## src/rtl/dfh_csr_responder_pkg.sv

```systemverilog
`default_nettype none
// ============================================================================
//  Module      : dfh_csr_responder_pkg
//  Description : Shared offsets, DFH layout and response record for the
//                feature CSR responder.
//                Contents:
//                  DFH_OFFSET, GUID_L_OFFSET, GUID_H_OFFSET, ACC_CNT_OFFSET
//                  DFH_TYPE_AFU  - DFH feature type for an AFU
//                  t_dfh         - Device Feature Header word layout
//                  t_csr_rsp     - response payload (write flag, error, data)
//  Revision    : 1.0 - initial release
// ============================================================================
package dfh_csr_responder_pkg;

    localparam int unsigned DFH_OFFSET     = 32'h00;
    localparam int unsigned GUID_L_OFFSET  = 32'h08;
    localparam int unsigned GUID_H_OFFSET  = 32'h10;
    localparam int unsigned ACC_CNT_OFFSET = 32'h20;

    localparam logic [3:0] DFH_TYPE_AFU = 4'h1;

    typedef struct packed {
        logic [3:0]  feature_type;
        logic [18:0] rsvd;
        logic        eol;
        logic [23:0] next;
        logic [3:0]  rev;
        logic [11:0] id;
    } t_dfh;

    // Tag is carried beside this record because its width is a parameter.
    typedef struct packed {
        logic        write;
        logic        err;
        logic [63:0] rdata;
    } t_csr_rsp;

endpackage
`default_nettype wire

```

## src/rtl/dfh_csr_rsp_reg.sv

```systemverilog
`default_nettype none
// ============================================================================
//  Module      : dfh_csr_rsp_reg
//  Description : Single-entry response holding register with request/response
//                valid/ready handshake. A new request may be accepted in the
//                same cycle the held response is consumed.
//  Ports       : clk, rst_n (sync, active-low)
//                i_req_valid / o_req_ready / o_accept : request side
//                i_rsp, i_tag                         : response to capture
//                o_rsp_valid / i_rsp_ready            : response handshake
//                o_rsp, o_tag                         : held response
//  Revision    : 1.0 - initial release
// ============================================================================
module dfh_csr_rsp_reg
    import dfh_csr_responder_pkg::*;
#(
    parameter int unsigned TAG_W = 10
) (
    input  logic             clk,
    input  logic             rst_n,
    input  logic             i_req_valid,
    output logic             o_req_ready,
    output logic             o_accept,
    input  t_csr_rsp         i_rsp,
    input  logic [TAG_W-1:0] i_tag,
    output logic             o_rsp_valid,
    input  logic             i_rsp_ready,
    output t_csr_rsp         o_rsp,
    output logic [TAG_W-1:0] o_tag
);

    localparam logic [0:0] ST_IDLE = 1'b0;
    localparam logic [0:0] ST_RESP = 1'b1;

    logic [0:0]       r_state;
    logic [0:0]       w_state_nxt;
    logic             w_req_ready;
    logic             w_accept;
    t_csr_rsp         r_rsp;
    logic [TAG_W-1:0] r_tag;

    always_comb begin
        w_req_ready = (r_state == ST_IDLE) || i_rsp_ready;
        w_accept    = i_req_valid && w_req_ready;
        w_state_nxt = r_state;
        case (r_state)
            ST_IDLE: if (w_accept) w_state_nxt = ST_RESP;
            ST_RESP: if (i_rsp_ready && !w_accept) w_state_nxt = ST_IDLE;
            default: w_state_nxt = ST_IDLE;
        endcase
    end

    always_ff @(posedge clk) begin
        if (!rst_n) begin
            r_state <= ST_IDLE;
            r_rsp   <= '0;
            r_tag   <= '0;
        end else begin
            r_state <= w_state_nxt;
            // Fields only change on acceptance, so they stay stable under backpressure.
            if (w_accept) begin
                r_rsp <= i_rsp;
                r_tag <= i_tag;
            end
        end
    end

    assign o_req_ready = w_req_ready;
    assign o_accept    = w_accept;
    assign o_rsp_valid = (r_state == ST_RESP);
    assign o_rsp       = r_rsp;
    assign o_tag       = r_tag;

endmodule
`default_nettype wire

```

## src/rtl/dfh_csr_responder.sv

```systemverilog
`default_nettype none
// ============================================================================
//  Module      : dfh_csr_responder
//  Description : Feature CSR responder for one accelerator function. Serves
//                DFH (0x00), GUID_L (0x08), GUID_H (0x10) and a byte-writable
//                scratch register at SCRATCH_ADDR. One response per request,
//                returned the cycle after acceptance.
//  Ports       : clk, rst_n (sync, active-low)
//                req_valid/req_ready/req_write/req_addr/req_wdata/req_wstrb/
//                req_tag : request channel
//                rsp_valid/rsp_ready/rsp_write/rsp_rdata/rsp_tag/rsp_err :
//                response channel (rsp_err flags a misaligned address)
//  Options     : DFH_CSR_ACCESS_CNT_EN - adds a 32-bit access counter at 0x20
//  Revision    : 1.0 - initial release
// ============================================================================
module dfh_csr_responder
    import dfh_csr_responder_pkg::*;
#(
    parameter int unsigned        ADDR_W         = 12,
    parameter int unsigned        TAG_W          = 10,
    parameter logic [127:0]       FEATURE_GUID   = 128'h0,
    parameter logic [ADDR_W-1:0]  SCRATCH_ADDR   = 'h100,
    parameter logic [11:0]        DFH_FEATURE_ID = 12'h0,
    parameter logic [3:0]         DFH_REV        = 4'h0,
    parameter logic [23:0]        DFH_NEXT       = 24'h0,
    parameter logic               DFH_EOL        = 1'b1
) (
    input  logic              clk,
    input  logic              rst_n,
    input  logic              req_valid,
    output logic              req_ready,
    input  logic              req_write,
    input  logic [ADDR_W-1:0] req_addr,
    input  logic [63:0]       req_wdata,
    input  logic [7:0]        req_wstrb,
    input  logic [TAG_W-1:0]  req_tag,
    output logic              rsp_valid,
    input  logic              rsp_ready,
    output logic              rsp_write,
    output logic [63:0]       rsp_rdata,
    output logic [TAG_W-1:0]  rsp_tag,
    output logic              rsp_err
);

    // Scratch must be 8-aligned and clear of the fixed 0x00-0x20 window.
    if ((SCRATCH_ADDR[2:0] != 3'b000) ||
        (SCRATCH_ADDR <= ADDR_W'(ACC_CNT_OFFSET))) begin : g_bad_scratch_addr
        $error("dfh_csr_responder: SCRATCH_ADDR must be 8-aligned and above 0x20");
    end

    localparam t_dfh c_dfh = '{
        feature_type: DFH_TYPE_AFU,
        rsvd:         19'h0,
        eol:          DFH_EOL,
        next:         DFH_NEXT,
        rev:          DFH_REV,
        id:           DFH_FEATURE_ID
    };

    logic        w_accept;
    logic        w_aligned;
    logic        w_hit_scratch;
    logic [63:0] w_rd_data;
    logic [63:0] r_scratch;
    t_csr_rsp    w_rsp_nxt;
    t_csr_rsp    w_rsp_q;

`ifdef DFH_CSR_ACCESS_CNT_EN
    logic [31:0] r_acc_cnt;
    logic        w_hit_cnt;
    assign w_hit_cnt = w_aligned && (req_addr == ADDR_W'(ACC_CNT_OFFSET));
`endif

    assign w_aligned     = (req_addr[2:0] == 3'b000);
    assign w_hit_scratch = w_aligned && (req_addr == SCRATCH_ADDR);

    always_comb begin
        w_rd_data = '0;
        if (w_aligned) begin
            if (req_addr == ADDR_W'(DFH_OFFSET))          w_rd_data = c_dfh;
            else if (req_addr == ADDR_W'(GUID_L_OFFSET))  w_rd_data = FEATURE_GUID[63:0];
            else if (req_addr == ADDR_W'(GUID_H_OFFSET))  w_rd_data = FEATURE_GUID[127:64];
            else if (w_hit_scratch)                       w_rd_data = r_scratch;
`ifdef DFH_CSR_ACCESS_CNT_EN
            // The read itself is counted, so report the post-increment value.
            else if (w_hit_cnt)                           w_rd_data = {32'h0, r_acc_cnt + 32'd1};
`endif
        end
    end

    always_comb begin
        w_rsp_nxt       = '0;
        w_rsp_nxt.write = req_write;
        w_rsp_nxt.err   = !w_aligned;
        w_rsp_nxt.rdata = req_write ? 64'h0 : w_rd_data;
    end

    always_ff @(posedge clk) begin
        if (!rst_n) begin
            r_scratch <= '0;
        end else if (w_accept && req_write && w_hit_scratch) begin
            for (int i = 0; i < 8; i++) begin
                if (req_wstrb[i]) r_scratch[i*8 +: 8] <= req_wdata[i*8 +: 8];
            end
        end
    end

`ifdef DFH_CSR_ACCESS_CNT_EN
    // Misaligned requests change no state, so they are not counted.
    always_ff @(posedge clk) begin
        if (!rst_n) begin
            r_acc_cnt <= '0;
        end else if (w_accept && w_aligned) begin
            if (req_write && w_hit_cnt) r_acc_cnt <= '0;
            else                        r_acc_cnt <= r_acc_cnt + 32'd1;
        end
    end
`endif

    dfh_csr_rsp_reg #(
        .TAG_W (TAG_W)
    ) u_rsp_reg (
        .clk         (clk),
        .rst_n       (rst_n),
        .i_req_valid (req_valid),
        .o_req_ready (req_ready),
        .o_accept    (w_accept),
        .i_rsp       (w_rsp_nxt),
        .i_tag       (req_tag),
        .o_rsp_valid (rsp_valid),
        .i_rsp_ready (rsp_ready),
        .o_rsp       (w_rsp_q),
        .o_tag       (rsp_tag)
    );

    assign rsp_write = w_rsp_q.write;
    assign rsp_err   = w_rsp_q.err;
    assign rsp_rdata = w_rsp_q.rdata;

endmodule
`default_nettype wire

```

## config.mk

```make
export PLATFORM = sky130hd
export DESIGN_NAME = dfh_csr_responder
export DESIGN_NICKNAME = d
export VERILOG_FILES = /design/src/rtl/dfh_csr_responder_pkg.sv /design/src/rtl/dfh_csr_rsp_reg.sv /design/src/rtl/dfh_csr_responder.sv
export SDC_FILE = /design/constraint.sdc
export NUM_CORES = 1
export LEC_CHECK = 0
export CAP_MARGIN = 20
export CORE_MARGIN = 2
export CORE_UTILIZATION = 40
export DETAILED_ROUTE_END_ITERATION = 16
export PLACE_DENSITY = 0.76
export SKIP_CTS_REPAIR_TIMING = 1
export SYNTH_ARGS = -nofsm -noshare
export SYNTH_HDL_FRONTEND = slang
export SYNTH_HIERARCHICAL = 1
export SYNTH_SLANG_ARGS = --single-unit
```

## constraint.sdc

```tcl
create_clock -name clk -period 2.1 [get_ports clk]
set_input_delay 0.21 -clock clk [delete_from_list [all_inputs] [get_ports clk]]
set_output_delay 0.21 -clock clk [all_outputs]
set_load 0.005 [all_outputs]
```

Yosys cells after proc, flatten, opt, wreduce, memory -nomap -nowiden

Cells that the tools add are included.

Add/sub/neg operators: 0
Multipliers: 0
Divide/modulo/power cells: 0
Order comparisons: 0
Equality and inequality tests: 3
Shift operators: 0
Muxes and demuxes: 9
Bitwise gates (word level): 1
Reductions and logical operators: 18

Operators by type and width:

| kind                                           | number |
|---|---|
| 2-to-1 mux 64 bit                              | 6 |
| AND reduction 2 bit                            | 8 |
| == test 12 x 4 -> 1 bit, second input constant | 1 |
| == test 12 x 5 -> 1 bit, second input constant | 1 |
| == test 12 x 9 -> 1 bit, second input constant | 1 |
| logical NOT 12 bit                             | 1 |
| logical AND 1 bit                              | 5 |
| logical NOT 3 bit                              | 1 |
| logical NOT 1 bit                              | 2 |
| 2-to-1 mux 1 bit                               | 2 |
| case mux 1 bit (2 select lines)                | 1 |
| logical OR 1 bit                               | 1 |
| inverter 1 bit                                 | 1 |

Register bits: 141
Bits in latches: 0
RAM bits: 0
Bits in read-only memories: 0
Input bits: 99
Logic and storage cells: 44
Memories: 0

Longest topological paths before layout

Word-level depth: 8
Gate-level depth with buffers: 9
Gate-level depth less buffers: 6

Cells and area by module

The synthesis kept the hierarchy.

Modules (own cells, without submodules):

| module            | times used | cells each | area each (um^2) | seq. area each (um^2) |
|---|---|---|---|---|
| dfh_csr_rsp_reg   | 1          | 335        | 3050.4           | 1541.5 |
| dfh_csr_responder | 1          | 362        | 3026.7           | 1281.2 |

Worst setup path after synthesis

No wires, ideal clock.

Path kind: reg-to-reg
From: reg u_rsp_reg.r_state, in the netlist u_rsp_reg/o_rsp_valid
To: reg r_scratch[0]
Library setup time: 72 ps
Arrival: 1808 ps
Data required time: 2028 ps
Path slack: 221 ps
Cell stages (with the launch flop): 10
Buffers on the path: 3
Cell sequence: dfxtp_1 -> nand2b_4 -> and2_4 -> buf_6 -> buf_2 -> and4bb_2 -> and4_1 -> buf_6 -> nand2_2 -> mux2i_1

Longest elaborated chain between the ends: 6

Ends and longest elaborated chain:

| element                        | RTL line                 | source |
|---|---|---|
| start, declared                | dfh_csr_rsp_reg.sv:35    | `logic [0:0] r_state;` |
| start signal, assigned         | dfh_csr_rsp_reg.sv:59    | `r_state <= w_state_nxt;` |
| inverter 1 bit                 | dfh_csr_rsp_reg.sv:43    | `w_req_ready = (r_state == ST_IDLE) \|\| i_rsp_ready;` |
| logical OR 1 bit               | dfh_csr_rsp_reg.sv:43    |  |
| named net req_ready            | dfh_csr_responder.sv:31  | `output logic req_ready,` |
| logical AND 1 bit              | dfh_csr_rsp_reg.sv:44    | `w_accept = i_req_valid && w_req_ready;` |
| named net w_accept             | dfh_csr_responder.sv:60  | `logic w_accept;` |
| logical AND 1 bit (2 in a row) | dfh_csr_responder.sv:101 | `end else if (w_accept && req_write && w_hit_scratch) begin` |
| AND reduction 2 bit (no line)  | --                       |  |
| end signal, assigned by index  | dfh_csr_responder.sv:103 | `if (req_wstrb[i]) r_scratch[i*8 +: 8] <= req_wdata[i*8 +: 8];` |
| end, declared                  | dfh_csr_responder.sv:64  | `logic [63:0] r_scratch;` |

The timed path passes the listed nets, and every way through them passes these cells.
A chain may end at the register's enable or synchronous reset.

Final worst setup path

From: reg u_rsp_reg.r_state, in the netlist u_rsp_reg/o_rsp_valid
To: reg r_scratch[10]

Longest elaborated chain between the ends: 6

Ends and longest elaborated chain:

| element                        | RTL line |
|---|---|
| inverter 1 bit                 | dfh_csr_rsp_reg.sv:43 |
| logical OR 1 bit               | dfh_csr_rsp_reg.sv:43 |
| logical AND 1 bit              | dfh_csr_rsp_reg.sv:44 |
| named net w_accept             | dfh_csr_responder.sv:60 |
| logical AND 1 bit (2 in a row) | dfh_csr_responder.sv:101 |
| AND reduction 2 bit (no line)  | -- |

The timed path passes the listed nets, and every way through them passes these cells.

==> impl_metrics.toml <==
[status]
status = "finished clean"

[worst_setup_path]
r2r_cells = 7
rrSetupSlack_ns = 0.40
worstPathRequired_ns = 2.44
critical_path_class = "register to register"
start_kind = "register"
crit_end = "r_scratch[10]"
worstReg2RegEnd = "r_scratch[10]"
crit-reg2reg-launch = "u_rsp_reg/o_rsp_valid"
crit_path_start = "u_rsp_reg/o_rsp_valid"
cp-end-kind = "register"
crit_fanout = 8
cp.arrival_ns = 2.05

[logic_synthesis]
syn_avg_cell_area_um2 = 8.72
yosys.cell_types.count = 22
synth_top_area_share_pct = 46.4
yosys.area.top_type = "dfxtp_1"
ys_ff_latch = 141
synth.net_count = 796
synth_area_leaders = "dfxtp_1 (46%), mux2i_1 (23%), nand2_1 (17%)"
yosysSeqAreaShare_pct = 46.4
syn_inst = 697
netlist_area_um2 = 6080
yosysWarnings = 6

[min_path]
hp-class = "primary input to register"

[cts]
clkTransAtPathRegs_ns = 0.06
clk_path_buf_depth = 2
cts-buffers-inserted = 17
clockRootBuffer = "clkbuf_16"
clk_latency_ns = 0.41
cts_tree = "yes"
clock_sinks = 141
htreeDepth = 4

[timing]
fmax_mhz = 587
drv_slew = 0
finalWorstSetupSlack_ns = 0.395
rsz0062_at_grt = "no"
finalSetupTns_ns = 0
setup_viol_count_final = 0
min_period_ns = 1.70
fin_crit_sh_pct = 81.2
finClkSkew_ns = 0.00651
final_hold_viol_count = 0
slew_headroom_pct = 63.0
worst_slew_pin_slew_ns = 0.555

[power]
switching_share_pct = 23.0
power.sequential.fraction_pct = 46.4
p_switching_mw = 1.33
p_leak_nw = 3.66
power_frac_comb_pct = 8.0
power.internal_mw = 4.48
p_clk_share_pct = 45.5
vdd_ir_drop_max_mv = 0.551
power_density_nw_per_um2 = 683

[grt]
grt.overflow.total = 0
grt.total_usage_pct = 17.2
antenna_found_initial = 0
grt_pass1_wl_um = 22300
grt_pass1_vias = 4592
grt_start_max_net_pins = 109

[placement]
hpwl_um = 8640
globalplace.congestion = 0.749
place_inst = 1023
place_area_um2 = 8000
place_ws_ns = 0.0559
io_buffers = 176

[die]
rows = 45
die_y_um = 127
io_pins = 177
core_area_um2 = 15000
initial_core_util_pct = 40.4
die_area_um2 = 16200
fp.dieW_um = 127

[cells_and_area]
drive_gt1_share_pct = 6.11
seq_area_um2 = 2820
nFillCells = 1360
final_cells = 1055
stdcell_area_um2 = 8510
syn_to_final_growth_pct = 40.1
final_nets = 953
multiInputGateArea_um2 = 3000
antenna_cells = 0

[drt]
first_iter_violations = 291
firstDrtPassIters = 4
via_count = 4751
wl_per_cell_um = 12.7
drtAntennaViolNets = 0
drt-total-wl_um = 13400
drc = 0
via_per_inst = 4.50

[flow_run]
cap_violations = 0
cell usage after synthesis:
library cell	count
a21oi_1	2
nand2b_4	1
nand4_1	1
nor2_4	1
and2_4	1
buf_6	6
clkbuf_1	28
nand2_1	280
mux2i_1	140
dfxtp_1	141
nor2_1	1
nor4_1	1
buf_2	7
and4bb_2	1
nor4b_1	1
and2_1	62
nor3_1	2
nand2_2	8
a21boi_0	1
clkbuf_2	6
inv_1	5
and4_1	1
how the worst min path moves through the flow:
| stage | start | to | slack [ns] | depth (start not counted) |
|---|---|---|---|---|
| detailed placement | r_scratch[25] | r_scratch[25] | 0.45 | 2 |
| finish | rst_n | r_scratch[21] | 0.13 | 3 |
| CTS | rst_n | r_scratch[21] | 0.11 | 3 |
| global placement | r_scratch[13] | r_scratch[13] | 0.44 | 2 |
| global route | rst_n | r_scratch[22] | 0.12 | 3 |
| floorplan | req_wdata[0] | r_scratch[0] | 0.35 | 2 |
per-layer routing:
layer	vias to the layer above	share of wire (%)	track usage (%)
met1	2097	48	21.6
met2	104	46	28.3
met5	-	0	0
li1	2534	-	-
met4	0	1.9	7.63
met3	16	3.8	4.02
cells in the final DEF, fill, tap and decap left out:
cell	count
nor2_4	1
inv_1	5
buf_4	2
nor2_1	1
clkbuf_1	1
mux2i_1	140
nand4_1	1
and2_4	1
clkbuf_8	2
nand2_2	8
clkbuf_16	17
and2_1	62
clkinv_2	9
nor4b_1	1
nand2_1	280
dfxtp_1	141
a21oi_1	2
clkinv_4	1
nand2b_4	1
nor3_1	2
and4_1	1
buf_12	7
a21boi_0	1
clkdlybuf4s50_1	175
clkinvlp_4	3
nor4_1	1
and4bb_2	1
final cells by class:
cell class / instances / share of cell area, %
well taps: 188 / 2.76
repair buffers: 185 / 22.6
multi-input cells: 504 / 35.2
inverters: 5 / 0.220
clock inverters: 13 / 0.896
flip-flops and latches: 141 / 33.2
clock buffers: 19 / 5.20
metrics by stage:
step / power (mW) / hold WS (ns) / util [%]
after floorplan: 2.97 / 0.349 / -
after global placement: 3.23 / 0.439 / 53.2
after CTS: 5.89 / 0.110 / 56.6
after global routing: 6.05 / 0.121 / 56.6
final: 5.82 / 0.130 / 56.6
after detailed placement: 3.23 / 0.446 / 53.2
sequential cells by signal, indices dropped and copies added (netlist names):
name,cells
u_rsp_reg/o_rsp,66
r_scratch,64
u_rsp_reg/o_tag,10
u_rsp_reg/o_rsp_valid,1
worst max-delay path: stages (launching register included):
cell and delay (ns):
dfxtp_1 0.37, nand2b_4 0.07, and2_4 0.17, and4bb_2 0.21, and4_1 0.21, buf_12 0.16, nand2_2 0.22, mux2i_1 0.22
cells by family after synthesis:
| logic type | count (synthesis) | share of synthesized area [%] |
|---|---|---|
| buffers and inverters | 52 | 4.22 |
| flip-flops | 141 | 46.4 |
| multiplexers | 140 | 23.1 |
| AO/OA/AOI/OAI | 3 | 0.288 |
| AND/OR/NAND/NOR | 361 | 26.0 |
power groups by stage:
stage / Sequential (mW) / Combinational (mW) / Clock (mW)
detailed placement: 2.76 / 0.471 / 0
global route: 2.70 / 0.507 / 2.84
CTS: 2.70 / 0.473 / 2.72
global placement: 2.76 / 0.471 / 0
finish: 2.70 / 0.467 / 2.65
floorplan: 2.76 / 0.212 / 0
Note: power is estimated with default switching activity, not from simulation.
==> edit 1 (config.mk and constraints unchanged) <==
The parameter `ADDR_W` goes from 12 to 10.
--- a/src/rtl/dfh_csr_responder.sv
+++ b/src/rtl/dfh_csr_responder.sv
@@ -16,7 +16,7 @@
 module dfh_csr_responder
     import dfh_csr_responder_pkg::*;
 #(
-    parameter int unsigned        ADDR_W         = 12,
+    parameter int unsigned        ADDR_W         = 10,
     parameter int unsigned        TAG_W          = 10,
     parameter logic [127:0]       FEATURE_GUID   = 128'h0,
     parameter logic [ADDR_W-1:0]  SCRATCH_ADDR   = 'h100,
Interface: changed (resized req_addr); port bits go from 177 to 175. The function was not compared with the original's and may differ.
==> edit 1 against the original RTL <==
Total power rose by 6.3%. Area after synthesis rose by 2.8%. Wire length up 5.7%. Via count rose by 4.3%. Setup slack got worse by 280 ps. First-iteration DRC count decreased by 25%. Sequential cell count did not move. Design area grew 4.5%. Worst hold slack better by 220 ps. Non-clock buffer count rose by 12. Sequential share of layout area fell by 1.4 points. Critical endpoint is now u_rsp_reg/o_rsp[55]$_SDFFE_PN0P_. Largest power group is now clock.
==> edit 1: results (changes against the original RTL) <==
Worst setup path
The largest stage delay on the critical path is 660 ps (was 370 ps). The startpoint of the most critical setup path is req_addr[1] (was u_rsp_reg/o_rsp_valid$_SDFF_PN0_). The setup slack of the most critical reg-to-reg path is 530 ps (was 400 ps). The critical path's slowest cell is sky130_fd_sc_hd__or4_1 (was sky130_fd_sc_hd__dfxtp_1).

Run status
Outcome: completed (unchanged).

Yosys
The fraction of synthesized area in multiplexers is 0.224 (was 0.231). The fraction of the mapped netlist area in compound gates is 0.00401 (was 0.00288). Synth area leaders: sky130_fd_sc_hd__dfxtp_1, sky130_fd_sc_hd__mux2i_1, sky130_fd_sc_hd__nand2_1, sky130_fd_sc_hd__and2_1, sky130_fd_sc_hd__nor4_4 (was sky130_fd_sc_hd__dfxtp_1, sky130_fd_sc_hd__mux2i_1, sky130_fd_sc_hd__nand2_1, sky130_fd_sc_hd__and2_1, sky130_fd_sc_hd__clkbuf_1).

The number of standard cells after synthesis is 704 (was 697).

Placement
The weighted congestion at the end of routability-driven global placement is 0.732 (was 0.749). The cell area after placement was 8310 µm² (was 8000 µm²). The setup slack after placement was -254 ps (was 55.9 ps). The number of instances in the placed design came to 1040 (was 1023).

Global route
The largest net degree at the start of global routing came to 77 (was 109). The global-route met1 utilization is 0.215 (was 0.216). The met3 global-route usage came to 0.0561 (was 0.0402). The total routing usage reported by global routing was 0.173 (was 0.172). The global-route wire length before repair was 22700 µm (was 22300 µm).

Power and ir drop
The static power due to leakage is 3.36 nW (was 3.66 nW).

Routing
The routed length on met3 is 902 µm (was 504 µm). The total via count after detailed routing came to 4954 (was 4751). The starting DRC count in detailed routing came to 218 (was 291).

Worst hold path
The worst hold path endpoint is r_scratch[18]$_SDFFE_PN0P_ (was r_scratch[21]$_SDFFE_PN0P_).

Finish
The post-route non-filler standard cell count is 1072 (was 1055). The post-layout net count is 968 (was 953). The total of fill cells in the finished design is 1326 (was 1360).

STA
The hold slack came to 348 ps (was 130 ps).
-- edit 1: cell count changes in the layout (fill, tap and decap cells not counted), moves of 3 or more --
cell / before / now
sky130_fd_sc_hd__nand2_2: 8 / 0
sky130_fd_sc_hd__clkinv_2: 9 / 6
sky130_fd_sc_hd__bufinv_16: 0 / 3
sky130_fd_sc_hd__nor4_4: 0 / 8
sky130_fd_sc_hd__inv_1: 5 / 12
sky130_fd_sc_hd__buf_12: 7 / 13
sky130_fd_sc_hd__buf_4: 2 / 10
-- edit 1: report_power, final --
part	switching [W]	total [W]	internal [W]
sequential	0.00000883	0.00270	0.00269
clock	0.00110	0.00299	0.00189
combinational	0.000215	0.000493	0.000278
total	0.00133	0.00618	0.00486
-- edit 1: final cells by class --
class | count | area share
multi-input cells | 502 | 0.351
flip-flops and latches | 141 | 0.317
repair buffers | 197 | 0.234
clock buffers | 20 | 0.0502
well taps | 188 | 0.0264
clock inverters | 12 | 0.0163
inverters | 12 | 0.00506
==> edit 2 (config.mk and constraints unchanged) <==
Made on the original files. Register the output `rsp_err`; this adds one clock of latency there. The other outputs are not delayed to match.
--- a/src/rtl/dfh_csr_responder.sv
+++ b/src/rtl/dfh_csr_responder.sv
@@ -134,7 +134,9 @@
     );
 
     assign rsp_write = w_rsp_q.write;
-    assign rsp_err   = w_rsp_q.err;
+    always_ff @(posedge clk) begin
+        rsp_err <= w_rsp_q.err;
+    end
     assign rsp_rdata = w_rsp_q.rdata;
 
 endmodule
Function: changed (Yosys sat finds a counterexample within 4 cycles, from zero or initial values and one cycle with rst_n low).
==> edit 2 against the original RTL <==
Setup slack worse by 38 ps. Sequential share of layout area down 0.45 points. Final cell count up 0.47%. Largest cell class unchanged. Area after synthesis up 0.33%. Sequential cell count up 1. Wire length up 3.0%. Total power up 11%. Clock power up 22%. Global-route usage up 0.10 points. Highest routed layer unchanged. Design area up 2.1%. Non-clock buffer count up 5.
==> edit 2: results (changes against the original RTL) <==
Power and ir drop
The switching power is 0.00133 W (about the same). Summed over all sequential cells, the power is 0.00272 W. The portion of total power attributed to the clock network was 0.502 (was 0.455). The switching portion of total power is 0.207 (was 0.230). The static power due to leakage is 3.74 nW (was 3.66 nW).

The largest vdd supply drop is 0.505 mV (was 0.551 mV).

Finish
The cell area after layout is 8690 µm² (was 8510 µm²). The post-layout net count is 959 (was 953). The total of fill cells in the finished design came to 1351 (was 1360). The share of post-route cells with drive strength above 1 is 0.0665 (was 0.0611).

Worst setup path
The destination of the critical timing path is r_scratch[36]$_SDFFE_PN0P_ (was r_scratch[10]$_SDFFE_PN0P_). The length in cells of the worst reg-to-reg path was 7 (unchanged). The worst path arrival time was 2090 ps (was 2050 ps). The class of the most critical setup path was flop to flop (unchanged).

The endpoint of the worst-slack reg-to-reg timing path is r_scratch[36]$_SDFFE_PN0P_ (was r_scratch[10]$_SDFFE_PN0P_). The setup slack of the most critical reg-to-reg path is 360 ps (was 400 ps). The reg-to-reg startpoint is u_rsp_reg/o_rsp_valid$_SDFF_PN0_ (unchanged).

Run status
Outcome: completed (unchanged).

Global route
The leftover overflow at the end of global routing was 0 (unchanged). The total routing usage reported by global routing came to 0.173 (was 0.172). The global-route wire length before repair was 22500 µm (was 22300 µm). The number of global-route vias before repair is 4670 (was 4592). The largest net degree at the start of global routing is 77 (was 109).

Routing
The first-pass detailed-route iteration total is 6 (was 4). The total via count after detailed routing came to 4889 (was 4751). The wire length after detailed routing is 13800 µm (was 13400 µm). The starting DRC count in detailed routing was 220 (was 291).

The vias per cell is 4.61 (was 4.50).

Yosys
Synth area leaders: sky130_fd_sc_hd__dfxtp_1, sky130_fd_sc_hd__mux2i_1, sky130_fd_sc_hd__nand2_1, sky130_fd_sc_hd__and2_1, sky130_fd_sc_hd__clkbuf_1 (unchanged). The warning count from the yosys run is 6 (unchanged). The synthesized netlist net count is 797 (was 796). The mean area per synthesized cell came to 8.74 µm² (was 8.72 µm²).

Most frequent cells after synthesis: sky130_fd_sc_hd__nand2_1, sky130_fd_sc_hd__dfxtp_1, sky130_fd_sc_hd__mux2i_1 (unchanged). The sequential element share of the synthesized area is 0.466 (was 0.464).

Placement
The weighted congestion at the end of routability-driven global placement is 0.746 (was 0.749). The number of instances in the placed design is 1029 (was 1023). The cell area after placement is 8050 µm² (was 8000 µm²).

The quantity of I/O buffers inserted on ports was 176 (unchanged). The half-perimeter wire length of the detailed placement result was 9230 µm (was 8640 µm). The setup slack after placement is 39.5 ps (was 55.9 ps).

STA
The hold slack is 341 ps (was 130 ps). The achievable clock frequency is 574 MHz (was 587 MHz). The worst clock skew on the final layout is 7.06 ps (was 6.51 ps). The worst relative slew slack was 0.632 (was 0.630).

Clocking
The clock insertion delay at the later pin of the skew report is 420 ps. The cell at the root of the clock tree is sky130_fd_sc_hd__clkbuf_16 (unchanged).

Worst hold path
The worst hold path endpoint is u_rsp_reg/o_rsp[17]$_SDFFE_PN0P_ (was r_scratch[21]$_SDFFE_PN0P_).
edit 2: critical path, cell delays in order (launching register included):
cell and delay, ps:
sky130_fd_sc_hd__dfxtp_1 390, sky130_fd_sc_hd__nand2b_4 70, sky130_fd_sc_hd__and2_4 170, sky130_fd_sc_hd__and4bb_2 220
sky130_fd_sc_hd__and4_1 210, sky130_fd_sc_hd__buf_12 160, sky130_fd_sc_hd__nand2_2 210, sky130_fd_sc_hd__mux2i_1 230
edit 2: cells by family after synthesis:
group	Yosys count	synth area share
compound gates	3	0.00287
buf+inv	52	0.0421
flops	142	0.466
mux	140	0.230
simple gates	361	0.259
edit 2: per-layer routing:
metal | track usage | share of wire
met1 | 0.215 | 0.46
met2 | 0.282 | 0.47
met3 | 0.0402 | 0.043
met4 | 0.0860 | 0.023
met5 | 0 | 0
edit 2: layout make-up:
cell class              instances  area share
multi-input cells             504       0.345
well taps                     188      0.0271
inverters                       5     0.00216
flip-flops and latches        142       0.327
clock inverters                10      0.0183
repair buffers                190       0.225
clock buffers                  21      0.0553
